<file path="src/rtl/ifft_4.sv">
// 4-point inverse FFT, two-stage radix-2 pipeline with clock enable.
// Outputs are (sum + 2) >>> 2, saturated to 3-bit signed, with a sticky overflow flag.
module ifft_4 (
    input  logic              clk,
    input  logic              rst,
    input  logic              en,
    input  logic              i_valid,
    input  logic signed [4:0] i_re0,
    input  logic signed [4:0] i_re1,
    input  logic signed [4:0] i_re2,
    input  logic signed [4:0] i_re3,
    input  logic signed [4:0] i_im0,
    input  logic signed [4:0] i_im1,
    input  logic signed [4:0] i_im2,
    input  logic signed [4:0] i_im3,
    output logic signed [2:0] o_re0,
    output logic signed [2:0] o_re1,
    output logic signed [2:0] o_re2,
    output logic signed [2:0] o_re3,
    output logic signed [2:0] o_im0,
    output logic signed [2:0] o_im1,
    output logic signed [2:0] o_im2,
    output logic signed [2:0] o_im3,
    output logic              o_valid,
    output logic              o_ovf
);

    function automatic logic signed [5:0] ext5(input logic signed [4:0] v);
        return {v[4], v};
    endfunction

    function automatic logic signed [6:0] ext6(input logic signed [5:0] v);
        return {v[5], v};
    endfunction

    // Round half up: bits [7:2] of (s + 2) are the floor of (s + 2) / 4.
    function automatic logic signed [5:0] rnd(input logic signed [6:0] s);
        logic signed [7:0] t;
        t = {s[6], s} + 8'sd2;
        return t[7:2];
    endfunction

    function automatic logic is_sat(input logic signed [6:0] s);
        logic signed [5:0] r;
        r = rnd(s);
        return (r > 6'sd3) || (r < -6'sd4);
    endfunction

    function automatic logic signed [2:0] rnd_sat(input logic signed [6:0] s);
        logic signed [5:0] r;
        logic signed [2:0] y;
        r = rnd(s);
        if (r > 6'sd3) begin
            y = 3'sd3;
        end else if (r < -6'sd4) begin
            y = -3'sd4;
        end else begin
            y = r[2:0];
        end
        return y;
    endfunction

    logic signed [4:0] x_re [4];
    logic signed [4:0] x_im [4];

    logic signed [5:0] a_re_d [4];
    logic signed [5:0] a_im_d [4];
    logic signed [5:0] a_re_q [4];
    logic signed [5:0] a_im_q [4];

    logic signed [6:0] s_re_d [4];
    logic signed [6:0] s_im_d [4];
    logic signed [6:0] s_re_q [4];
    logic signed [6:0] s_im_q [4];

    logic v1_q;
    logic v2_q;
    logic ovf_q;
    logic ovf_d;
    logic sat_s;

    assign x_re[0] = i_re0;
    assign x_re[1] = i_re1;
    assign x_re[2] = i_re2;
    assign x_re[3] = i_re3;
    assign x_im[0] = i_im0;
    assign x_im[1] = i_im1;
    assign x_im[2] = i_im2;
    assign x_im[3] = i_im3;

    // Stage 1 butterflies: even/odd pairs (X0,X2) and (X1,X3).
    always_comb begin
        a_re_d[0] = ext5(x_re[0]) + ext5(x_re[2]);
        a_im_d[0] = ext5(x_im[0]) + ext5(x_im[2]);
        a_re_d[1] = ext5(x_re[0]) - ext5(x_re[2]);
        a_im_d[1] = ext5(x_im[0]) - ext5(x_im[2]);
        a_re_d[2] = ext5(x_re[1]) + ext5(x_re[3]);
        a_im_d[2] = ext5(x_im[1]) + ext5(x_im[3]);
        a_re_d[3] = ext5(x_re[1]) - ext5(x_re[3]);
        a_im_d[3] = ext5(x_im[1]) - ext5(x_im[3]);
    end

    // Stage 2 butterflies; the odd pair uses the +j twiddle of the inverse transform.
    always_comb begin
        s_re_d[0] = ext6(a_re_q[0]) + ext6(a_re_q[2]);
        s_im_d[0] = ext6(a_im_q[0]) + ext6(a_im_q[2]);
        s_re_d[2] = ext6(a_re_q[0]) - ext6(a_re_q[2]);
        s_im_d[2] = ext6(a_im_q[0]) - ext6(a_im_q[2]);
        s_re_d[1] = ext6(a_re_q[1]) - ext6(a_im_q[3]);
        s_im_d[1] = ext6(a_im_q[1]) + ext6(a_re_q[3]);
        s_re_d[3] = ext6(a_re_q[1]) + ext6(a_im_q[3]);
        s_im_d[3] = ext6(a_im_q[1]) - ext6(a_re_q[3]);
    end

    // Overflow is judged on the set entering stage 2 so o_ovf rises together with o_valid.
    always_comb begin
        sat_s = 1'b0;
        for (int k = 0; k < 4; k++) begin
            sat_s = sat_s | is_sat(s_re_d[k]) | is_sat(s_im_d[k]);
        end
        ovf_d = ovf_q | (v1_q & sat_s);
    end

    // Pipeline registers, valid bits and sticky overflow; all hold while en is low.
    always_ff @(posedge clk) begin
        if (!rst) begin
            for (int k = 0; k < 4; k++) begin
                a_re_q[k] <= 6'sd0;
                a_im_q[k] <= 6'sd0;
                s_re_q[k] <= 7'sd0;
                s_im_q[k] <= 7'sd0;
            end
            v1_q  <= 1'b0;
            v2_q  <= 1'b0;
            ovf_q <= 1'b0;
        end else if (en) begin
            for (int k = 0; k < 4; k++) begin
                a_re_q[k] <= a_re_d[k];
                a_im_q[k] <= a_im_d[k];
                s_re_q[k] <= s_re_d[k];
                s_im_q[k] <= s_im_d[k];
            end
            v1_q  <= i_valid;
            v2_q  <= v1_q;
            ovf_q <= ovf_d;
        end else begin
            for (int k = 0; k < 4; k++) begin
                a_re_q[k] <= a_re_q[k];
                a_im_q[k] <= a_im_q[k];
                s_re_q[k] <= s_re_q[k];
                s_im_q[k] <= s_im_q[k];
            end
            v1_q  <= v1_q;
            v2_q  <= v2_q;
            ovf_q <= ovf_q;
        end
    end

    assign o_re0   = rnd_sat(s_re_q[0]);
    assign o_re1   = rnd_sat(s_re_q[1]);
    assign o_re2   = rnd_sat(s_re_q[2]);
    assign o_re3   = rnd_sat(s_re_q[3]);
    assign o_im0   = rnd_sat(s_im_q[0]);
    assign o_im1   = rnd_sat(s_im_q[1]);
    assign o_im2   = rnd_sat(s_im_q[2]);
    assign o_im3   = rnd_sat(s_im_q[3]);
    assign o_valid = v2_q;
    assign o_ovf   = ovf_q;

endmodule

</file>
<file path="config.mk">
export PLATFORM = sky130hd
export DESIGN_NAME = ifft_4
export DESIGN_NICKNAME = d
export VERILOG_FILES = /design/src/rtl/ifft_4.sv
export SDC_FILE = /design/constraint.sdc
export NUM_CORES = 1
export LEC_CHECK = 0
export ABC_AREA = 1
export CORE_MARGIN = 3
export CORE_UTILIZATION = 40
export CTS_CLUSTER_SIZE = 28
export DETAILED_ROUTE_END_ITERATION = 7
export PLACE_DENSITY_LB_ADDON = 0.12
export SLEW_MARGIN = 20
export SYNTH_ARGS = -nofsm -noshare
export SYNTH_HDL_FRONTEND = slang
export SYNTH_SLANG_ARGS = --single-unit
export TNS_END_PERCENT = 1
</file>
<file path="constraint.sdc">
create_clock -name clk -period 2.8 [get_ports clk]
set_input_delay 0.7 -clock clk [delete_from_list [all_inputs] [get_ports clk]]
set_output_delay 0.7 -clock clk [all_outputs]
set_load 0.05 [all_outputs]
</file>
### Yosys cells after proc, flatten, opt, wreduce, memory -nomap -nowiden

Memories as Yosys holds them, arrays and structs flattened.
Cells that the tools add are included.

| word-level totals | value |
|---|---|
| memories kept | 4 |
| bits in registers | 3 |
| word-level logic and storage cells | 175 |
| memory bits (writable) | 104 |
| bits of input ports | 44 |

| operators by class | value |
|---|---|
| $lt $le $gt $ge | 32 |
| reductions and logical operators | 8 |
| add/sub/neg operators | 32 |
| muxes and demuxes | 55 |
| bitwise gates (word level) | 41 |

Memory list:

| name | words | bits a word | read ports | clocked after memory_dff | wr ports | line | source |
|---|---|---|---|---|---|---|---|
| s_im_q | 4 | 7 | 4 | 0 | 4 | 74 | `logic signed [6:0] s_im_q [4];` |
| s_re_q | 4 | 7 | 4 | 0 | 4 | 73 | `logic signed [6:0] s_re_q [4];` |
| a_im_q | 4 | 6 | 4 | 0 | 4 | 69 | `logic signed [5:0] a_im_q [4];` |
| a_re_q | 4 | 6 | 4 | 0 | 4 | 68 | `logic signed [5:0] a_re_q [4];` |

Operators by type and width:

| operator | count |
|---|---|
| $add 7x3->8 const B | 16 |
| $mux 7 | 16 |
| $gt 6x3->1 const B | 16 |
| $lt 6x3->1 const B | 16 |
| $mux 6 | 16 |
| $mux 3 | 16 |
| $or 1x1->1 | 40 |
| $add 6x6->7 | 4 |
| $sub 6x6->7 | 4 |
| $add 5x5->6 | 4 |
| $sub 5x5->6 | 4 |
| $logic_or 1x1->1 | 8 |
| $mux 1 | 7 |
| $and 1x1->1 | 1 |

### Depth between registers and ports, before layout

Gate-level depths: netlist of run 1.

| depth | value |
|---|---|
| depth in word-level cells | 13 |
| gate-level depth with buffers | 22 |
| depth with buffers taken out | 22 |

### Worst setup path before layout of run 1

No wires, ideal clock.

| timing | value |
|---|---|
| path kind | reg-to-output |
| from | memory s_re_q[1][1] |
| to | output o_re1[1] |
| stages on the path, launching flop included | 7 |
| setup slack | 0.071 ns |
| arrival | 2.029 ns |
| path through | edfxtp_1 > ha_1 > nand3_1 > xor2_1 > nor2_1 > nor2_1 > o21ai_0 |

RTL lines:

| item | line | source |
|---|---|---|
| start: declaration | 73 |  |
| end: declaration | 17 | `output logic signed [2:0] o_re1,` |

==> results.sh, run 1 <==
export IMPL_layout_commonest_cell="nand2_1"
export IMPL_die_x_um=152
export IMPL_crit_type="register to register"
export IMPL_worst_slew_pin_slew_ps=511
export IMPL_num_io_pins=70
export IMPL_final_cell_mix="229 x nand2_1, 159 x nor2_1, 148 x inv_1, 95 x ha_1, 94 x edfxtp_1"
export IMPL_gp_congestion=0.861
export IMPL_die_h_um=152
export IMPL_clkSinkCount=97
export IMPL_htreeDepth=3
export IMPL_syn_nets=1259
export IMPL_dp_final_hpwl_um=15000
export IMPL_comb_power_share_pct=46.9
export IMPL_cp_start_kind="register"
export IMPL_grt_ovfl_total=0
export IMPL_fmax_ghz=0.378
export IMPL_post_cts_buffers=0
export IMPL_synth_seq_area_share_pct=33.8
export IMPL_critPathMaxFanout=3
export IMPL_worst_slack_ps=153
export IMPL_p_sw_uw=2530
export IMPL_drive_gt1_share_pct=6.25
export IMPL_grt_pass1_vias=6597
export IMPL_route_detailed_drc=0
export IMPL_start_util_pct=41.5
export IMPL_holdCritPathClass="register to register"
export IMPL_utilization_pct=48.1
export IMPL_switching_share_pct=42.0
export IMPL_finalClockSkew_ps=10.3
export IMPL_finalNetCount=1335
export IMPL_ir_worst_vdd_mv=0.254
export IMPL_final_max_slew_violation_count=0
export IMPL_outcome="complete, no violations"
export IMPL_cts_buffers=9
export IMPL_grt_max_degree=59
export IMPL_period_share_pct=94.5
export IMPL_antenna_found_initial=1
export IMPL_cp_data_required_time_ps=3040
export IMPL_final_cell_area_sq_um=9890
export IMPL_yosys_area_share_adder_pct=17.8
export IMPL_placed_cell_area_sq_um=9550
export IMPL_cp_end_kind="register"
export IMPL_hold_buffers=0
export IMPL_yosys_warnings=0
export IMPL_fp_row_count=52
export IMPL_viasPerCell=4.94
export IMPL_hold_viol=0
export IMPL_pre_cts_slack_ps=47.3
export IMPL_groute_usage_overall_pct=16.2
export IMPL_synth_cell_type_count=36
export IMPL_synth_cells=1103
export IMPL_area_growth_pct=16.0
export IMPL_via_count=7178
export IMPL_cts_tree="done"
export IMPL_leakagePower_uw=0.00481
export IMPL_io_buffers=69
export IMPL_setup_viol=0
export IMPL_cts_root_buf="clkbuf_16"
export IMPL_synthSimpleGateAreaFrac_pct=28.3
export IMPL_crit_arrival_ps=2890
export IMPL_p_clk_share_pct=20.4
export IMPL_fin_crit_ps=2650
export IMPL_r2r_cells=13
export IMPL_seqPwrFrac_pct=32.7
export IMPL_grt_setup_unrepaired="yes"
export IMPL_die_area_sq_um=23100
export IMPL_diodes=0
export IMPL_clock_latency_ps=350
export IMPL_setup_tns_final_ps=0
export IMPL_post_cts_resize_count=0
export IMPL_synth_compound_area_share_pct=8.56
export IMPL_internal_power_uw=3490
export IMPL_relSlewSlack_pct=65.8
export IMPL_cts_buffer_depth=2
export IMPL_synth_xor_area_share_pct=3.80
export IMPL_wire_per_inst_um=12.8
export IMPL_wl_um=18600
export IMPL_synth_area_mux_share_pct=0
export IMPL_power_density_cell_area_nw_per_um2=609
export IMPL_coreArea_sq_um=20600
export IMPL_ant_nets=0
export IMPL_grt_pass1_wl_um=31300
export IMPL_whs_ps=474
export IMPL_syn_cell_area_sq_um=8530
export IMPL_synth_top_family_by_area="simple AND/OR/NAND/NOR gates"
export IMPL_drt_pass1_iter_count=5
export IMPL_synth_seq_cells=97
export IMPL_clk_pin_slew_ps=70
export IMPL_hold_path_depth=2
export IMPL_drtIter0Drc=423
export IMPL_maxCapViolations=0
export IMPL_syn_avg_cell_area_sq_um=7.73
synthesized netlist by cell type:
| cell | number | area share [%] |
|---|---|---|
| inv_1 | 148 | 6.5 |
| nand3b_1 | 10 | 0.88 |
| o31ai_1 | 3 | 0.26 |
| nand4_1 | 31 | 2.3 |
| o22ai_1 | 1 | 0.073 |
| buf_6 | 1 | 0.13 |
| ha_1 | 96 | 14 |
| nor3_1 | 17 | 1.0 |
| xor2_1 | 20 | 2.1 |
| a22oi_1 | 4 | 0.35 |
| dfxtp_1 | 3 | 0.70 |
| inv_2 | 5 | 0.22 |
| a211oi_1 | 4 | 0.35 |
| clkbuf_1 | 10 | 0.44 |
| a21oi_1 | 49 | 2.9 |
| a21oi_2 | 4 | 0.41 |
| inv_4 | 1 | 0.073 |
| o21ai_0 | 57 | 3.3 |
| fa_1 | 16 | 3.8 |
| o21ai_1 | 4 | 0.23 |
| or2_2 | 1 | 0.073 |
| nand2_4 | 1 | 0.13 |
| edfxtp_1 | 94 | 33 |
| o21a_1 | 2 | 0.18 |
| nand3_1 | 87 | 5.1 |
| a21oi_4 | 2 | 0.38 |
| nor2_1 | 160 | 7.0 |
| buf_4 | 4 | 0.35 |
| xnor2_1 | 17 | 1.7 |
| nor2_2 | 6 | 0.44 |
| nor4_1 | 1 | 0.073 |
| nor3b_1 | 8 | 0.70 |
| or2_1 | 1 | 0.073 |
| nand2_2 | 5 | 0.37 |
| nand2_1 | 229 | 10 |
| o21bai_1 | 1 | 0.088 |
per-stage QoR:
step | cells | total power (uW)
final | 1454 | 6020
after global routing | 1454 | 6520
after CTS | 1454 | 6040
after detailed placement | 1438 | 4790
after global placement | 1438 | 4780
after floorplan | 1103 | 4070
state kept, by name (all words and copies together), names as in the netlist:
signal and flops:
a_im_q 23, a_re_q 23, o_ovf 1, o_valid 1
s_im_q 24, s_re_q 24, v1_q 1
cells by family after synthesis:
logic type,Yosys count
simple gates,557
buf+inv,169
compound gates,131
fa+ha+maj,112
flops,97
xor+xnor,37
worst max-delay path, cell delays in order, from the launching register on:
cell	delay, ps
edfxtp_1	440
buf_4	180
fa_1	470
xor2_2	210
ha_1	170
nand3_1	70
nor2_1	170
xnor2_1	140
o21ai_2	190
nand2_1	80
nor2_1	170
nand4_1	120
nand2_1	70
a21oi_1	50
worst paths after layout:
kind,startpoint,endpoint,slack [ps]
max reg2reg,a_im_q[0][1],o_ovf,150
max,a_im_q[0][1],o_ovf,150
min reg2reg,o_valid,o_valid,470
min,o_valid,o_valid,470
layout make-up:
type	instances	area, sq um
Sequential cell	97	2880
Clock buffer	9	225
Timing Repair Buffer	80	781
Fill cell	2091	10700
Multi-Input combinational cell	837	5020
Tap cell	270	338
Clock inverter	7	61.3
Inverter	154	581
power by group through the flow:
stage / clock, uW / sequential (uW) / combinational (uW)
floorplan: 0 / 1970 / 2100
global placement: 0 / 2000 / 2780
detailed placement: 0 / 2000 / 2790
CTS: 1260 / 1970 / 2810
global route: 1330 / 2000 / 3190
finish: 1230 / 1970 / 2820
per-layer routing:
metal / track usage [%] / vias up / share of wire [%]
met5: 0 / - / 0.070
met4: 4.49 / 2 / 1.7
met3: 2.84 / 19 / 4.8
met2: 25.5 / 151 / 43
met1: 23.1 / 3211 / 50
li1: - / 3795 / -
Power figures use the tool's default switching activity.
==> inputs of run 2 (changes only) <==
--- a/config.mk
+++ b/config.mk
@@ -6,6 +6,7 @@
 export NUM_CORES = 1
 export LEC_CHECK = 0
 export ABC_AREA = 1
+export CAP_MARGIN = 30
 export CORE_MARGIN = 3
 export CORE_UTILIZATION = 40
 export CTS_CLUSTER_SIZE = 28
==> results of run 2 <==
No change in the layout: final DEF, timing and power equal those of run 1.
